`src/rtl/fifo_pkg.sv`:
```
// Shared definitions for the parametrised FIFO family: default sizes,
// read-mode encoding and a small log2 helper.
package fifo_pkg;

    localparam int FIFO_DEFAULT_WIDTH      = 8;
    localparam int FIFO_DEFAULT_ADDR_WIDTH = 3;

    typedef enum logic {
        FIFO_MODE_STD  = 1'b0,
        FIFO_MODE_FWFT = 1'b1
    } fifo_mode_e;

    // Ceiling log2; returns 0 for values of 0 or 1.
    function automatic int clog2(input int value);
        int result;
        result = 0;
        while ((1 << result) < value) begin
            result = result + 1;
        end
        return result;
    endfunction

endpackage

```
`src/rtl/fifo_mem.sv`:
```
// Simple dual-port RAM, DEPTH x WIDTH, with one synchronous write port and one
// read port that is registered in standard mode and combinational in FWFT mode.
module fifo_mem
    import fifo_pkg::*;
#(
    parameter int WIDTH      = FIFO_DEFAULT_WIDTH,
    parameter int ADDR_WIDTH = FIFO_DEFAULT_ADDR_WIDTH,
    parameter int FWFT       = 0
) (
    input  logic                  clk,
    input  logic                  reset_n,
    input  logic                  clear,
    input  logic                  wr_en,
    input  logic [ADDR_WIDTH-1:0] wr_addr,
    input  logic [WIDTH-1:0]      wr_data,
    input  logic                  rd_en,
    input  logic [ADDR_WIDTH-1:0] rd_addr,
    output logic [WIDTH-1:0]      rd_data
);

    localparam int DEPTH   = 1 << ADDR_WIDTH;
    localparam bit IS_FWFT = (FWFT == int'(FIFO_MODE_FWFT));

    logic [WIDTH-1:0] ram [DEPTH];
    logic [WIDTH-1:0] rd_q;

    always_ff @(posedge clk) begin
        if (wr_en) begin
            ram[wr_addr] <= wr_data;
        end
    end

    // Read register samples the pre-edge word, so a same-slot write returns the old data.
    always_ff @(posedge clk or negedge reset_n) begin
        if (!reset_n) begin
            rd_q <= '0;
        end else if (clear) begin
            rd_q <= '0;
        end else if (rd_en) begin
            rd_q <= ram[rd_addr];
        end
    end

    assign rd_data = IS_FWFT ? ram[rd_addr] : rd_q;

endmodule

```
`src/rtl/sync_fifo_param.sv`:
```
// Parametrised single-clock FIFO with optional first-word-fall-through,
// almost-full/almost-empty thresholds, synchronous flush and sticky error flags.
module sync_fifo_param
    import fifo_pkg::*;
#(
    parameter int WIDTH         = FIFO_DEFAULT_WIDTH,
    parameter int ADDR_WIDTH    = FIFO_DEFAULT_ADDR_WIDTH,
    parameter int FWFT          = 0,
    parameter int AFULL_THRESH  = (1 << ADDR_WIDTH) - 1,
    parameter int AEMPTY_THRESH = 1
) (
    input  logic                  clk,
    input  logic                  reset_n,
    input  logic                  clear,
    input  logic [WIDTH-1:0]      data_in,
    input  logic                  put,
    input  logic                  get,
    output logic [WIDTH-1:0]      data_out,
    output logic                  valid,
    output logic [ADDR_WIDTH:0]   fillcount,
    output logic                  empty,
    output logic                  full,
    output logic                  almost_empty,
    output logic                  almost_full,
    output logic                  overflow,
    output logic                  underflow
);

    localparam int PTR_W   = ADDR_WIDTH + 1;
    localparam int DEPTH   = 1 << ADDR_WIDTH;
    localparam bit IS_FWFT = (FWFT == int'(FIFO_MODE_FWFT));

    logic [PTR_W-1:0] wr_ptr;
    logic [PTR_W-1:0] rd_ptr;
    logic [PTR_W-1:0] count;
    logic [PTR_W-1:0] next_count;
    logic             rd_ok;
    logic             wr_ok;
    logic             empty_q;
    logic             full_q;
    logic             aempty_q;
    logic             afull_q;
    logic             valid_q;
    logic             overflow_q;
    logic             underflow_q;

    assign count = wr_ptr - rd_ptr;

    // A full FIFO still takes a write when a read frees a slot in the same cycle.
    assign rd_ok      = get & ~empty_q;
    assign wr_ok      = put & (~full_q | rd_ok);
    assign next_count = count + PTR_W'(wr_ok) - PTR_W'(rd_ok);

    always_ff @(posedge clk or negedge reset_n) begin
        if (!reset_n) begin
            wr_ptr      <= '0;
            rd_ptr      <= '0;
            empty_q     <= 1'b1;
            full_q      <= 1'b0;
            aempty_q    <= 1'b1;
            afull_q     <= (AFULL_THRESH == 0);
            valid_q     <= 1'b0;
            overflow_q  <= 1'b0;
            underflow_q <= 1'b0;
        end else if (clear) begin
            wr_ptr      <= '0;
            rd_ptr      <= '0;
            empty_q     <= 1'b1;
            full_q      <= 1'b0;
            aempty_q    <= 1'b1;
            afull_q     <= (AFULL_THRESH == 0);
            valid_q     <= 1'b0;
            overflow_q  <= 1'b0;
            underflow_q <= 1'b0;
        end else begin
            if (wr_ok) begin
                wr_ptr <= wr_ptr + 1'b1;
            end
            if (rd_ok) begin
                rd_ptr <= rd_ptr + 1'b1;
            end
            empty_q     <= (next_count == '0);
            full_q      <= (next_count == PTR_W'(DEPTH));
            aempty_q    <= (int'(next_count) <= AEMPTY_THRESH);
            afull_q     <= (int'(next_count) >= AFULL_THRESH);
            valid_q     <= rd_ok;
            overflow_q  <= overflow_q | (put & full_q & ~rd_ok);
            underflow_q <= underflow_q | (get & empty_q);
        end
    end

    fifo_mem #(
        .WIDTH      (WIDTH),
        .ADDR_WIDTH (ADDR_WIDTH),
        .FWFT       (FWFT)
    ) u_mem (
        .clk     (clk),
        .reset_n (reset_n),
        .clear   (clear),
        .wr_en   (wr_ok & ~clear),
        .wr_addr (wr_ptr[ADDR_WIDTH-1:0]),
        .wr_data (data_in),
        .rd_en   (rd_ok & ~clear),
        .rd_addr (rd_ptr[ADDR_WIDTH-1:0]),
        .rd_data (data_out)
    );

    assign fillcount    = count;
    assign empty        = empty_q;
    assign full         = full_q;
    assign almost_empty = aempty_q;
    assign almost_full  = afull_q;
    assign valid        = IS_FWFT ? ~empty_q : valid_q;
    assign overflow     = overflow_q;
    assign underflow    = underflow_q;

endmodule

```
`config.mk`:
```
export PLATFORM = sky130hd
export DESIGN_NAME = sync_fifo_param
export DESIGN_NICKNAME = d
export VERILOG_FILES = /design/src/rtl/fifo_pkg.sv /design/src/rtl/fifo_mem.sv /design/src/rtl/sync_fifo_param.sv
export SDC_FILE = /design/constraint.sdc
export NUM_CORES = 1
export LEC_CHECK = 0
export BUFFER_PORTS_ARGS = -buffer_cell sky130_fd_sc_hd__clkbuf_2
export CORE_MARGIN = 1.5
export CORE_UTILIZATION = 53
export DETAILED_ROUTE_END_ITERATION = 12
export PLACE_DENSITY_LB_ADDON = 0.12
export SKIP_CTS_REPAIR_TIMING = 1
export SKIP_LAST_GASP = 1
export SLEW_MARGIN = 20
export SYNTH_ARGS = -nofsm -noshare
export SYNTH_HDL_FRONTEND = slang
export SYNTH_SLANG_ARGS = --single-unit
```
`constraint.sdc`:
```
create_clock -name clk -period 2.9 [get_ports clk]
set_clock_uncertainty 0.05 [all_clocks]
set_input_delay 0.145 -clock clk [delete_from_list [all_inputs] [get_ports clk]]
set_output_delay 0.145 -clock clk [all_outputs]
set_load 0.03 [all_outputs]
```
==> qor.csv, run 1 <==
stage,metric,value,unit
yosys,yosys.area_share.simple,7.522,%
cells_and_area,fin_util,64.36,%
yosys,async_flop_share,26.44,%
critical_path,cp.required,3.12,ns
yosys,synth.area.mux_share,9.938,%
cells_and_area,diodes,0,
yosys,synth_compound_area_share,3.968,%
cells_and_area,regArea,2501,µm²
floorplanning,start_util,55.83,%
yosys,synth_adder_area_share,3.865,%
timing,period_share,93.01,%
clock_tree,cts_buffers,9,
global_routing,grt_pass1_wl,10480,µm
yosys,synth_top_family_by_area,multiplexers,
yosys,synth_top_area_cell,edfxtp_1,
cells_and_area,fin_cells,358,
cells_and_area,drive_gt1_share,30.60,%
yosys,syn_area,3626,µm²
critical_path,end_kind,flip-flop,
critical_path,arrival,2.92,ns
clock_tree,clk_latency,0.34,ns
routing,vias,1985,
critical_path,critPathKind,flip-flop to flip-flop,
clock_tree,cts.sinks,87,
routing,first_pass_iters,4,
timing,finalMaxSlewViolations,0,
clock_tree,ctsHtreeMaxLevel,3,
critical_path,rrSetupSlack,0.20,ns
floorplanning,die-width,85.72,µm
timing,worstMarginPinSlew,0.5960,ns
floorplanning,std_cell_rows,29,
yosys,synth.area.top_cells,"edfxtp_1 53%, dfrtp_1 14%, mux4_2 9.9%, ha_1 2.8%, nand2_1 2.6%",
global_routing,grt_pass1_vias,1999,
timing,max_slew_margin,60.27,%
timing,finalCriticalPeriod,2.697,ns
place,numPortBuffers,31,
floorplanning,fp.dieArea,7347,µm²
place,hpwl,4049,µm
routing,wire_per_inst,18.11,µm
run_status,status,"complete, no violations",
yosys,synthCells,228,
power_and_ir_drop,p_per_area,811.9,nW/µm²
cells_and_area,nets,299,
critical_path,crit_fanout,5,
clock_tree,max-clock-path-buffers,2,
timing,clock.fmax,370.7,MHz
yosys,synth_xor_area_share,3.106,%
place,place_inst,340,
global_routing,antenna_found_initial,0,
worst_hold_path,hold_class,input pin to flip-flop,
yosys,yosysMostFrequentCell,edfxtp_1,
floorplanning,core_region_area,6495,µm²
global_routing,grt_max_degree,24,
routing,drcViolationCount,0,
yosys,ys_types,32,
clock_tree,root_buffer,clkbuf_8,
critical_path,startpoint_type,flip-flop,
power_and_ir_drop,vdd.ir_drop.worst,0.0003527,V
yosys,synthesis.nets,251,
yosys,synth_common_cells,"64 x edfxtp_1, 25 x nand2_1, 24 x nor2_1",
floorplanning,io_pins,32,
yosys,yosysTopAreaCellShare,53.00,%
yosys,synth_seq_cells,87,
routing,routed_via_density,5.545,
place,gp_congestion,0.7384,
routing,drt_iter0_drc,132,
timing,rsz0062_at_grt,true,
clock_tree,path_clk_slew,0.08,ns
global_routing,track_usage,19.86,%
cells_and_area,fillers,484,
yosys,synth_edf_count,64,
routing,postRouteAntennaNets,0,
routing,routed_wl,6484,µm
flow_run,maxCapViolations,0,
timing,hold_viol_final,0,
cells_and_area,multi_input_area,1054,µm²
timing,setup_viol,0,
yosys,avgSynthCellArea,15.90,µm²
global_routing,overflow,0,
yosys,synth_warnings,0,
cells_and_area,area_growth_syn_to_layout,15.29,%
yosys,ys_seq_area_share,68.94,%
power_and_ir_drop,total_leakage_power,0.001591,µW
floorplanning,fp.dieH,85.72,µm
yosys,synthFlopType,edfxtp_1,
clock_tree,cts_tree,yes,
-- registers in the layout (all words and copies together), names as in the netlist --
| signal | flops |
|---|---|
| overflow | 1 |
| u_mem.rd_data | 8 |
| u_mem.ram | 64 |
| valid | 1 |
| almost_empty | 1 |
| almost_full | 1 |
| empty | 1 |
| wr_ptr | 4 |
| full | 1 |
| underflow | 1 |
| rd_ptr | 4 |
-- metrics by stage --
stage / area (µm²) / hold slack (ns) / setup TNS [ns] / worst slack, ns / power (µW)
after CTS: 4140 / -0.2491 / 0 / 0.1450 / 3376
final: 4180 / 0.02995 / 0 / 0.2027 / 3394
after floorplan: 3628 / -0.2006 / 0 / 0.03860 / 2278
after global placement: 3934 / 0.1255 / 0 / 0.2229 / 2488
after global routing: 4180 / 0.02621 / -0.05737 / -0.02111 / 3586
after detailed placement: 3934 / 0.1297 / 0 / 0.1689 / 2500
-- critical path, stage by stage, from the launching register on --
cell and delay (ns):
dfstp_2 0.38, nand2b_4 0.16, a21boi_4 0.21, inv_1 0.10, ha_1 0.28, inv_1 0.05, ha_1 0.15, inv_1 0.05
fa_1 0.37, xor2_1 0.16, xnor2_1 0.15, or3b_1 0.35, a21oi_1 0.15
-- metal layers --
metal | routed length [µm] | GRT usage, %
met4 | 105 | 9.238
met2 | 3242 | 32.64
met1 | 2853 | 26.03
met5 | 0 | 0
met3 | 283 | 3.561
-- path summary, 6_finish.rpt --
check / start / end / cells after the start
max in group asynchronous: reset_n / wr_ptr[0] / 2
worst min register to register: overflow / overflow / 2
worst max register to register: empty / almost_full / 12
worst min-delay path: data_in[0] / u_mem.ram[1][0] / 1
worst max-delay path: empty / almost_full / 12
min in group asynchronous: reset_n / almost_full / 2
-- where the power goes --
part / total, µW / switching [µW] / internal (µW)
Clock: 884 / 397 / 487
Sequential: 1500 / 52.8 / 1440
Combinational: 1010 / 598 / 414
Total: 3390 / 1050 / 2350
-- layout by cell type (no fill, tap or decap), drive strengths merged --
cell	netlist	layout
fa	2	2
xnor2	7	7
mux4	16	16
nand2	25	25
buf	4	15
a21boi	1	1
xor2	5	5
clkinvlp	0	1
inv	12	12
bufinv	0	2
dlygate4sd3	0	1
nor3	3	3
nand2b	3	3
ha	8	8
a311oi	8	8
a21oi	5	5
a31o	1	1
or3b	1	1
dfstp	2	2
nand4	2	2
or3	2	2
a31oi	2	2
nor4	1	1
a21o	2	2
edfxtp	64	64
clkbuf	6	44
nand3b	1	1
nor2	24	24
dfrtp	21	21
-- logic make-up (layout without fill, tap and decap cells) --
| family | Yosys count | count (layout) |
|---|---|---|
| buf+inv | 22 | 75 |
| compound gates | 19 | 19 |
| fa+ha+maj | 10 | 10 |
| mux | 16 | 16 |
| xor+xnor | 12 | 12 |
| simple gates | 62 | 62 |
| flops | 87 | 87 |
-- cell type report --
type,count,share of cell area [%]
sequential,87,59.83
tap,77,2.305
clock buffer,13,3.322
timing repair buffer,47,6.645
multi-input combinational,119,25.20
inverter,12,1.078
clock inverter,3,1.616
Note: power is estimated with default switching activity, not from simulation.
==> run 2, diff against run 1 <==
--- a/config.mk
+++ b/config.mk
@@ -5,6 +5,7 @@
 export SDC_FILE = /design/constraint.sdc
 export NUM_CORES = 1
 export LEC_CHECK = 0
+export ABC_CLOCK_PERIOD_IN_PS = 2700
 export BUFFER_PORTS_ARGS = -buffer_cell sky130_fd_sc_hd__clkbuf_2
 export CORE_MARGIN = 1.5
 export CORE_UTILIZATION = 53
@@ -16,3 +17,4 @@
 export SYNTH_ARGS = -nofsm -noshare
 export SYNTH_HDL_FRONTEND = slang
 export SYNTH_SLANG_ARGS = --single-unit
+export TNS_END_PERCENT = 5
==> constraint.sdc (replaced) <==
create_clock -name clk -period 2.7 [get_ports clk]
set_clock_uncertainty 0.05 [all_clocks]
set_input_delay 0.135 -clock clk [delete_from_list [all_inputs] [get_ports clk]]
set_output_delay 0.135 -clock clk [all_outputs]
set_load 0.03 [all_outputs]
==> qor.csv, run 2 (synthesis results as in run 1) <==
stage,metric,value,unit,change
floorplanning,core_region_area,6495,µm²,unchanged
place,gp_congestion,0.7867,,+6.5%
cells_and_area,layout_commonest_cell,edfxtp_1,,
timing,worstMarginPinSlew,0.6012,ns,+0.005237 ns
power_and_ir_drop,p_int,2421,µW,+3.2%
timing,setup_viol,0,,unchanged
critical_path,critPathKind,flip-flop to flip-flop,,
critical_path,cp.required,2.91,ns,-0.21 ns
critical_path,rrSetupSlack,0.04,ns,-0.16 ns
place,hpwl,4494,µm,+11%
critical_path,end_kind,flip-flop,,
critical_path,startpoint_type,flip-flop,,
floorplanning,die-width,85.72,µm,unchanged
clock_tree,cts.sinks,87,,unchanged
power_and_ir_drop,seqPwrFrac,43.9,%,-0.2 points
timing,finalCriticalPeriod,2.655,ns,-0.04200 ns
place,place_ws,0.04413,ns,-0.1248 ns
timing,setup_tns,0,ns,unchanged
clock_tree,path_clk_slew,0.09,ns,about the same
cells_and_area,nets,306,,+2.3%
worst_hold_path,min-delay-start,data_in[0],,
power_and_ir_drop,p_per_area,853.5,nW/µm²,+5.1%
power_and_ir_drop,vdd.ir_drop.worst,0.0004398,V,+25%
global_routing,grt_pass1_wl,10900,µm,+4.0%
timing,holdWs,0.004489,ns,-0.02546 ns
routing,routed_wl,6982,µm,+7.7%
critical_path,worst_r2r_endpoint,full,,
floorplanning,fp.dieArea,7347,µm²,unchanged
routing,postRouteAntennaNets,0,,unchanged
cells_and_area,regMostFlops,u_mem.ram,,
floorplanning,start_util,55.83,%,unchanged
clock_tree,max-clock-path-buffers,2,,unchanged
timing,period_share,98.34,%,+5.3 points
floorplanning,std_cell_rows,29,,unchanged
cells_and_area,multi_input_area,1121,µm²,+6.4%
cells_and_area,fillers,463,,-4.3%
flow_run,maxCapViolations,0,,unchanged
floorplanning,fp.dieH,85.72,µm,unchanged
timing,clock.fmax,376.6,MHz,+1.6%
global_routing,grt_max_degree,24,,unchanged
timing,max_slew_margin,59.92,%,-0.35 points
run_status,status,"complete, no violations",,
cells_and_area,regArea,2500,µm²,about the same
global_routing,grt_pass1_vias,2163,,+8.2%
clock_tree,root_buffer,clkbuf_8,,
routing,routed_via_density,5.627,,+1.5%
critical_path,crit_fanout,6,,+1
worst_hold_path,hold_class,input pin to flip-flop,,
cells_and_area,drive_gt1_share,37.85,%,+7.2 points
routing,wire_per_inst,19.13,µm,+5.6%
routing,first_pass_iters,4,,unchanged
global_routing,track_usage,20.76,%,+0.90 points
power_and_ir_drop,total_leakage_power,0.001612,µW,+1.3%
routing,drt_iter0_drc,102,,-23%
cells_and_area,largest_reg_flops,64,,unchanged
clock_tree,cts_buffers,9,,unchanged
floorplanning,io_pins,32,,unchanged
clock_tree,ctsHtreeMaxLevel,3,,unchanged
cells_and_area,diodes,0,,unchanged
power_and_ir_drop,power_frac_comb,34.3,%,+4.5 points
clock_tree,clk_latency,0.35,ns,about the same
place,numPortBuffers,31,,unchanged
global_routing,overflow,0,,unchanged
critical_path,reg2reg_depth,11,,-1
critical_path,crit_end,full,,
cells_and_area,final_cell_mix,"64 x edfxtp_1, 31 x clkbuf_2, 25 x nand2_1",,
critical_path,startpoint,wr_ptr[0],,
routing,drcViolationCount,0,,unchanged
timing,final.setup.worst_slack,0.04473,ns,-0.1580 ns
routing,vias,2054,,+3.5%
global_routing,antenna_found_initial,0,,unchanged
timing,finalMaxSlewViolations,0,,unchanged
critical_path,rr_startpoint,wr_ptr[0],,
timing,hold_viol_final,0,,unchanged
cells_and_area,area_growth_syn_to_layout,18.08,%,
power_and_ir_drop,power,3654,µW,+7.7%
clock_tree,cts_tree,yes,,
cells_and_area,fin_util,65.92,%,+1.6 points
power_and_ir_drop,power_switching_share,33.76,%,+2.9 points
critical_path,arrival,2.87,ns,-0.05 ns
power_and_ir_drop,p_switching,1234,µW,+18%
power_and_ir_drop,power_frac_clock,21.8,%,-4.3 points
-- run 2: cell types whose count changed in the layout (fill, tap and decap cells not counted), moves of 2 or more --
cell and delta:
bufinv_16 -2, clkinv_4 +2, inv_2 +7, clkbuf_1 -3, ha_4 +4, ha_1 -4
buf_4 +5, inv_1 -7
-- run 2: worst min path at each step --
stage	end	slack, ns	cells after the start
CTS	u_mem.rd_data[0]	-0.26	1
global route	u_mem.ram[4][0]	0.006	1
detailed placement	almost_full	0.12	1
finish	u_mem.ram[1][0]	0.004	1
global placement	almost_full	0.12	1
floorplan	almost_full	-0.21	0
-- run 2: power groups by stage --
stage,clock network [µW],registers [µW],logic [µW]
global placement,0,1630,1100
detailed placement,0,1630,1120
global route,870,1620,1360
CTS,812,1600,1120
floorplan,0,1750,742
finish,796,1600,1250
-- run 2: area by class of cell --
cell class	instances	area share (%)
Sequential cell	87	58.39
Timing Repair Buffer	54	8.095
Multi-Input combinational cell	119	26.18
Tap cell	77	2.250
Clock buffer	10	2.981
Inverter	12	1.052
Clock inverter	6	1.052
-- run 2: metrics by stage --
| stage | std cells | instance area (µm²) |
|---|---|---|
| floorplan | 228 | 3675 |
| global placement | 346 | 4006 |
| detailed placement | 346 | 4006 |
| CTS | 362 | 4179 |
| global route | 365 | 4282 |
| finish | 365 | 4282 |
-- run 2: metal layers --
metal  vias to the layer above  wire, µm  GRT usage (%)
li1                        953         -              -
met2                        51      3764          37.44
met1                      1041      2883          24.61
met3                         9       214          3.754
met4                         0       119          8.504
met5                         -         0              0
-- run 2: critical path: stages (launching register included) --
cell and delay (ns):
dfrtp_1 0.40, inv_2 0.07, ha_4 0.12, inv_2 0.03, fa_2 0.62, inv_2 0.07
ha_4 0.24, a21o_1 0.18, nor3_2 0.22, a31oi_2 0.08, xnor2_2 0.20, nor4_2 0.28
==> run 3, diff against run 2 <==
--- a/config.mk
+++ b/config.mk
@@ -8,7 +8,7 @@
 export ABC_CLOCK_PERIOD_IN_PS = 2700
 export BUFFER_PORTS_ARGS = -buffer_cell sky130_fd_sc_hd__clkbuf_2
 export CORE_MARGIN = 1.5
-export CORE_UTILIZATION = 53
+export CORE_UTILIZATION = 43
 export DETAILED_ROUTE_END_ITERATION = 12
 export PLACE_DENSITY_LB_ADDON = 0.12
 export SKIP_CTS_REPAIR_TIMING = 1
==> qor.csv, run 3 (synthesis results as in run 1) <==
stage,metric,value,unit,change
global_routing,grt_pass1_wl,10760,µm,-1.3%
cells_and_area,fin_util,53.03,%,-13 points
global_routing,antenna_found_initial,0,,unchanged
worst_hold_path,hold_class,input pin to flip-flop,,
timing,finalCriticalPeriod,2.577,ns,-0.07787 ns
timing,final.setup.worst_slack,0.1226,ns,+0.07787 ns
timing,worstMarginPinSlew,0.5839,ns,-0.01734 ns
cells_and_area,largest_reg_flops,64,,unchanged
timing,setup_viol,0,,unchanged
cells_and_area,nets,307,,+0.33%
cells_and_area,drive_gt1_share,37.72,%,-0.13 points
place,numPortBuffers,31,,unchanged
run_status,status,"complete, no violations",,
floorplanning,fp.dieArea,8993,µm²,+22%
place,gp_congestion,0.7202,,-8.5%
global_routing,grt_pass1_vias,2062,,-4.7%
floorplanning,io_pins,32,,unchanged
clock_tree,ctsHtreeMaxLevel,3,,unchanged
power_and_ir_drop,total_leakage_power,0.001629,µW,+1.0%
timing,period_share,95.46,%,-2.9 points
clock_tree,cts_buffers,9,,unchanged
routing,routed_wl,7002,µm,+0.29%
cells_and_area,regMostFlops,u_mem.ram,,
critical_path,arrival,2.81,ns,-0.06 ns
cells_and_area,layout_commonest_cell,edfxtp_1,,
worst_hold_path,min_path_cells,1,,unchanged
clock_tree,cts_tree,yes,,
critical_path,rrSetupSlack,0.12,ns,+0.08 ns
power_and_ir_drop,p_per_area,855.4,nW/µm²,+0.22%
critical_path,cp.required,2.93,ns,+0.02 ns
routing,postRouteAntennaNets,0,,unchanged
critical_path,crit_fanout,4,,-2
floorplanning,start_util,44.35,%,-11 points
cells_and_area,final_cell_mix,"64 x edfxtp_1, 31 x clkbuf_2, 25 x nand2_1",,
clock_tree,clk_latency,0.34,ns,about the same
timing,finalMaxSlewViolations,0,,unchanged
global_routing,track_usage,16.98,%,-3.8 points
cells_and_area,area_growth_syn_to_layout,19.57,%,
worst_hold_path,min-delay-start,data_in[3],,
routing,vias,2034,,-0.97%
routing,drcViolationCount,0,,unchanged
place,place_inst,376,,+8.7%
critical_path,end_kind,flip-flop,,
timing,rsz0062_at_grt,true,,
place,place_ws,0.01479,ns,-0.02935 ns
critical_path,critPathKind,flip-flop to flip-flop,,
routing,wire_per_inst,17.77,µm,-7.1%
timing,max_slew_margin,61.07,%,+1.2 points
worst_hold_path,whs_endpoint,u_mem.ram[3][3],,
timing,hold_viol_final,0,,unchanged
critical_path,worst_r2r_endpoint,almost_full,,
clock_tree,cts.sinks,87,,unchanged
cells_and_area,fin_cells,394,,+7.9%
global_routing,grt_max_degree,24,,unchanged
timing,clock.fmax,388.0,MHz,+3.0%
flow_run,maxCapViolations,0,,unchanged
clock_tree,max-clock-path-buffers,2,,unchanged
critical_path,reg2reg_depth,9,,-2
routing,first_pass_iters,4,,unchanged
routing,routed_via_density,5.162,,-8.3%
place,hpwl,4639,µm,+3.2%
power_and_ir_drop,vdd.ir_drop.worst,0.0004393,V,-0.13%
cells_and_area,diodes,0,,unchanged
floorplanning,die-width,94.83,µm,+11%
floorplanning,core_region_area,8175,µm²,+26%
critical_path,startpoint_type,flip-flop,,
floorplanning,std_cell_rows,33,,+14%
clock_tree,root_buffer,clkbuf_8,,
cells_and_area,fillers,707,,+53%
floorplanning,fp.dieH,94.83,µm,+11%
global_routing,overflow,0,,unchanged
clock_tree,path_clk_slew,0.08,ns,about the same
routing,drt_iter0_drc,76,,-25%
critical_path,rr_startpoint,rd_ptr[0],,
## run 3: changes by cell type in the layout (fill, tap and decap cells not counted)
| cell | previous run | this run |
|---|---|---|
| clkinvlp_4 | 2 | 1 |
| clkinv_2 | 0 | 2 |
| inv_2 | 8 | 7 |
| buf_4 | 20 | 22 |
| bufinv_16 | 0 | 1 |
| buf_6 | 1 | 0 |
| clkinv_4 | 2 | 0 |
| inv_1 | 4 | 5 |
## run 3: routing by layer
metal	wire length, µm	share of wire (%)	vias to the layer above	global-route usage (%)
met5	0	0	-	0
met2	3605	51	37	29.70
met4	80	1.1	0	5.597
met1	3085	44	1034	20.51
met3	230	3.3	8	4.106
li1	-	-	955	-
## run 3: worst max-delay path, cell delays in order (launching register included)
cell and delay [ns]:
dfrtp_1 0.41, ha_4 0.17, inv_1 0.06, fa_2 0.50, buf_12 0.16, fa_2 0.37
xor2_1 0.16, xnor2_1 0.15, or3b_1 0.38, a21oi_2 0.11
## run 3: area by class of cell
cell class / count / area [µm²] / area share, %
clock inverter: 6 / 60.06 / 1.385
multi-input combinational: 119 / 1121 / 25.86
inverter: 12 / 45.04 / 1.039
clock buffer: 10 / 127.6 / 2.944
sequential: 87 / 2500 / 57.66
timing repair buffer: 55 / 350.3 / 8.081
tap: 105 / 131.4 / 3.030
## run 3: worst max-delay path by stage
stage,startpoint,end,slack [ns]
after floorplan,wr_ptr[0],almost_empty,-0.008
final,rd_ptr[0],almost_full,0.12
after CTS,wr_ptr[0],full,0.007
after detailed placement,wr_ptr[0],full,0.01
after global placement,wr_ptr[0],almost_empty,0.07
after global routing,empty,almost_full,-0.006
## run 3: through the flow
step	hold WS (ns)	power (µW)	cell area, µm²	setup TNS, ns
floorplan	-0.2106	2494	3675	-0.007676
global placement	0.1250	2748	4056	0
detailed placement	0.1178	2758	4056	0
CTS	-0.2661	3624	4244	0
global route	0.006092	3920	4335	-0.006388
finish	0.007512	3709	4335	0
## run 3: power breakdown
part | switching (µW) | total [µW] | internal, µW
clock network | 444 | 869 | 425
logic | 711 | 1240 | 525
registers | 52.4 | 1600 | 1550
total | 1210 | 3710 | 2500
